--- src/rtl/hazard_ctrl.sv ---
// Pipeline hazard controller: derives stall/flush/next-PC controls from load-use,
// branch, trap/mret and LSU-busy events, and counts stall and redirect cycles.
module hazard_ctrl #(
    parameter int unsigned TRAP_FLUSH_CYCLES = 2,
    parameter int unsigned CNT_W             = 32
) (
    input  logic             clk,
    input  logic             rst,
    input  logic             load_dependence,
    input  logic             ex_br_take,
    input  logic             mem_trap,
    input  logic             mem_mret,
    input  logic             lsu_busy,
    output logic             if_stall,
    output logic             id_stall,
    output logic             ex_stall,
    output logic             if_flush,
    output logic             id_flush,
    output logic             ex_flush,
    output logic [1:0]       pc_sel,
    output logic [CNT_W-1:0] stall_cnt,
    output logic [CNT_W-1:0] redirect_cnt
);

    localparam int unsigned FC_W = $clog2(TRAP_FLUSH_CYCLES) + 1;
    localparam logic [FC_W-1:0] FC_INIT = FC_W'(TRAP_FLUSH_CYCLES - 1);

    localparam logic [1:0] PC_SEQ   = 2'b00;
    localparam logic [1:0] PC_BR    = 2'b01;
    localparam logic [1:0] PC_MTVEC = 2'b10;
    localparam logic [1:0] PC_MEPC  = 2'b11;

    typedef enum logic [1:0] {
        RUN,
        LSU_WAIT,
        TRAP_FLUSH
    } state_e;

    state_e            state_q, state_d;
    logic [FC_W-1:0]   fcnt_q, fcnt_d;
    logic [CNT_W-1:0]  stall_cnt_q, redirect_cnt_q;

    always_comb begin
        // NOTE: every output and next-state value gets a default first, so no path infers a latch.
        state_d  = state_q;
        fcnt_d   = fcnt_q;
        if_stall = 1'b0;
        id_stall = 1'b0;
        ex_stall = 1'b0;
        if_flush = 1'b0;
        id_flush = 1'b0;
        ex_flush = 1'b0;
        pc_sel   = PC_SEQ;

        // Outputs are gated by rst so they drop immediately when reset asserts.
        if (rst) begin
            case (state_q)
                TRAP_FLUSH: begin
                    if_flush = 1'b1;
                    id_flush = 1'b1;
                    ex_flush = 1'b1;
                    if (fcnt_q <= FC_W'(1)) begin
                        state_d = RUN;
                        fcnt_d  = '0;
                    end else begin
                        fcnt_d = fcnt_q - FC_W'(1);
                    end
                end
                default: begin
                    // RUN and LSU_WAIT share one priority chain; LSU_WAIT with
                    // lsu_busy low falls through to the RUN rules in the same cycle.
                    if (mem_trap || mem_mret) begin
                        if_flush = 1'b1;
                        id_flush = 1'b1;
                        ex_flush = 1'b1;
                        pc_sel   = mem_trap ? PC_MTVEC : PC_MEPC;
                        if (TRAP_FLUSH_CYCLES > 1) begin
                            state_d = TRAP_FLUSH;
                            fcnt_d  = FC_INIT;
                        end else begin
                            state_d = RUN;
                            fcnt_d  = '0;
                        end
                    end else if (lsu_busy) begin
                        if_stall = 1'b1;
                        id_stall = 1'b1;
                        ex_stall = 1'b1;
                        state_d  = LSU_WAIT;
                    end else begin
                        state_d = RUN;
                        if (ex_br_take) begin
                            pc_sel   = PC_BR;
                            if_flush = 1'b1;
                            id_flush = 1'b1;
                        end else if (load_dependence) begin
                            if_stall = 1'b1;
                            id_stall = 1'b1;
                            id_flush = 1'b1;
                        end
                    end
                end
            endcase
        end
    end

    // NOTE: sequential state uses non-blocking assignments and is cleared by the async reset.
    always_ff @(posedge clk or negedge rst) begin
        if (!rst) begin
            state_q        <= RUN;
            fcnt_q         <= '0;
            stall_cnt_q    <= '0;
            redirect_cnt_q <= '0;
        end else begin
            state_q <= state_d;
            fcnt_q  <= fcnt_d;
            if (if_stall)
                stall_cnt_q <= stall_cnt_q + CNT_W'(1);
            if (pc_sel != PC_SEQ)
                redirect_cnt_q <= redirect_cnt_q + CNT_W'(1);
        end
    end

    assign stall_cnt    = stall_cnt_q;
    assign redirect_cnt = redirect_cnt_q;

endmodule
--- config.mk ---
export PLATFORM = sky130hd
export DESIGN_NAME = hazard_ctrl
export DESIGN_NICKNAME = d
export VERILOG_FILES = /design/src/rtl/hazard_ctrl.sv
export SDC_FILE = /design/constraint.sdc
export NUM_CORES = 1
export LEC_CHECK = 0
export ABC_AREA = 1
export CELL_PAD_IN_SITES_DETAIL_PLACEMENT = 1
export CELL_PAD_IN_SITES_GLOBAL_PLACEMENT = 1
export CORE_MARGIN = 4
export CORE_UTILIZATION = 33
export DETAILED_ROUTE_END_ITERATION = 10
export HOLD_SLACK_MARGIN = 0.08
export PLACE_DENSITY = 0.73
export RECOVER_POWER = 25
export SLEW_MARGIN = 20
export SYNTH_ARGS = -nofsm -noshare
export SYNTH_HDL_FRONTEND = slang
export SYNTH_SLANG_ARGS = --single-unit
--- constraint.sdc ---
create_clock -name clk -period 1.4 [get_ports clk]
set_input_delay 0.28 -clock clk [delete_from_list [all_inputs] [get_ports clk]]
set_output_delay 0.28 -clock clk [all_outputs]
set_load 0.02 [all_outputs]
==> impl_metrics.csv <==
group,metric,value,unit
clocking,clock_latency,0.35,ns
cells_and_area,layout_common_cells,"nand2_1, buf_4, inv_1",
timing,slew_violations,0,
timing,setup_tns,-12.88,ns
grt,grt_max_degree,42,
route,wl,17.97,mm
worst_setup_path,path_cells,"inv_2 -> nor2_4 -> o21ai_2 -> o21ai_2 -> a31o_2 -> buf_6",
yosys,synth-seq-cells,68,
placed_design,portBuffers,78,
route,routed_via_density,5.061,
floorplanning,dieArea,0.01408,mm²
timing,min_period,1.819,ns
clocking,cts_tree,"built",
yosys,postSynthAreaPerCell,6.966,µm²
timing,fmax,0.5497,GHz
power,ir_drop,0.8134,mV
status,violations,"setup timing",
worst_setup_path,r2r_start,"state_q[1]",
worst_setup_path,crit_path_frequent_cell,"o21ai_2",
power,p_total,6.797,mW
worst_setup_path,critical-path-max-stage-delay,0.40,ns
timing,finalHoldViolations,0,
yosys,synth_cell_types,27,
grt,antenna_found_initial,0,
route,drc,0,
floorplanning,core,0.01201,mm²
timing,fin_crit_sh,130.0,%
timing,rsz0062_at_grt,"true",
hold_path,hp-class,"primary input to asynchronous set/reset pin",
timing,clock-skew-final,0.01116,ns
timing,worst-slew-pin-transition,1.092,ns
power,cellPowerDensity,941.9,mW/mm²
worst_setup_path,cp-startpoint,"state_q[1]",
clocking,clkSlewWorstSetupHoldPaths,0.06,ns
placed_design,dp_hpwl,10.40,mm
status,outcome,"finished, violations left",
route,wl_per_cell,18.79,µm
worst_setup_path,crit_arrival,1.54,ns
cells_and_area,layout-drive-gt1-share,47.71,%
flow_run,drv_cap,0,
worst_setup_path,end_kind,"output pin",
yosys,synth.yosys.seq_area_share,42.12,%
cells_and_area,multi_input_area,0.002759,mm²
clocking,h-tree-depth,3,
cells_and_area,num-fill-cells,1442,
timing,hold-worst-slack,0.2767,ns
cells_and_area,final_nets,813,
route,num_vias,4838,
timing,setup_violations,75,
cells_and_area,seqCellArea,0.001737,mm²
cells_and_area,diodes,0,
yosys,yosys.area.top_type,"dfrtp_1",
timing,slew_headroom,27.18,%
cells_and_area,final_common_cell,"nand2_1",
yosys,synth_top_area_share,42.12,%
cells_and_area,final_util,60.07,%
grt,grt_pass1_wl,27.17,mm
timing,finalWorstSetupSlack,-0.4193,ns
worst_setup_path,path_class,"flip-flop to output pin",
placed_design,place_congestion,0.8148,
yosys,syn_area,0.004040,mm²
grt,grt_use_total,24.13,%
clocking,numCtsBuffers,9,
floorplanning,rows,40,
yosys,ys_warn_count,0,
cells_and_area,area_growth,78.60,%
clocking,cts_sinks,68,
grt,grt_pass1_vias,5292,
clocking,ctsRootBufferMaster,"clkbuf_16",
floorplanning,die_h,118.6,µm
worst_setup_path,crit_required,1.12,ns
route,ant_nets,0,
yosys,ys_top_cells_by_area,"dfrtp_1, nand2_1, nor2_1, inv_1, nand3_1",
worst_setup_path,crit_fanout,3,
worst_setup_path,critical-path-slowest-cell,"dfrtp_1",
worst_setup_path,crit_path_start_kind,"flip-flop",
floorplanning,die_w,118.6,µm
floorplanning,initial_utilization,33.64,%
clocking,clockBufferDepth,2,
floorplanning,ioPinCount,79,
power,p_leak,3.307,nW
grt,overflow,0,
yosys,syn_nets,589,
yosys,syn_inst,580,
clocking,postCtsHoldBufs,0,
route,drt_iter0_drc,210,
route,drtPass1Iterations,4,
==> state kept, by name, summed over array words and instances, names as in the netlist <==
register,cells
fcnt_q,2
stall_cnt,32
redirect_cnt,32
state_q,2
==> what timing repair did <==
action	in CTS	in global routing
resized for setup	352	138
gates cloned	3	0
setup buffers	25	23
endpoints found under the setup margin	137	108
pin swaps	28	43
==> power by group <==
group | leakage (nW) | switching [mW] | internal (mW) | total, mW
clock | 0.155 | 0.955 | 1.55 | 2.51
combinational | 2.27 | 0.983 | 0.990 | 1.97
sequential | 0.878 | 0.196 | 2.12 | 2.32
==> cell type report <==
class	instances	share of cell area (%)
clock inverter	7	1.266
sequential	68	24.07
multi-input combinational	436	38.23
tap	147	2.549
timing repair buffer	219	27.02
inverter	70	3.745
clock buffer	9	3.121
==> cell usage after synthesis, drive strengths merged <==
| cell | n |
|---|---|
| a21oi | 4 |
| a31o | 1 |
| and2 | 1 |
| buf | 6 |
| clkinv | 1 |
| dfrtp | 68 |
| ha | 2 |
| inv | 69 |
| nand2 | 228 |
| nand3 | 41 |
| nand3b | 4 |
| nand4 | 19 |
| nor2 | 92 |
| nor3 | 2 |
| nor4 | 1 |
| o21ai | 10 |
| o21bai | 2 |
| xnor2 | 21 |
| xor2 | 8 |
==> through the flow <==
stage	std cells	setup slack [ns]	instance area (µm²)
5_1_grt	956	-0.4568	7216
6_report	956	-0.4193	7216
3_5_place_dp	893	-0.8690	5718
2_1_floorplan	580	-0.07420	4098
4_1_cts	937	-0.3260	6759
3_3_place_gp	893	-0.7909	5718
==> logic make-up after synthesis <==
group                      count (synthesis)  share of synthesized area (%)
buffers and inverters                     76                          7.990
xor gates and xnor gates                  29                          6.287
adders and majority gates                  2                         0.6193
AOI/OAI and AO/OA                         17                          2.322
DFF                                       68                          42.12
and+or+nand+nor                          388                          40.66
==> routing by layer <==
metal | vias to the layer above | part of all wire, % | GRT usage [%]
li1 | 2246 | - | -
met1 | 2420 | 39 | 27.56
met2 | 123 | 54 | 43.41
met3 | 49 | 3.2 | 4.258
met4 | 0 | 3.6 | 11.37
met5 | - | 0 | 0
==> critical path: cells and delay by family (launching register included) <==
kind | cells | cell delay (ns)
compound gates | 3 | 0.51
buf+inv | 2 | 0.23
flops | 1 | 0.40
simple gates | 1 | 0.05
==> path summary, 6_finish.rpt <==
check | depth (start not counted) | end | slack [ns]
max | 6 | id_flush | -0.42
min | 2 | stall_cnt[0] | 0.28
max reg2reg | 10 | stall_cnt[24] | -0.27
min reg2reg | 1 | stall_cnt[9] | 0.53
max in group asynchronous | 2 | stall_cnt[1] | 0.35
min in group clk | 1 | stall_cnt[9] | 0.53
Power figures use the tool's default switching activity.
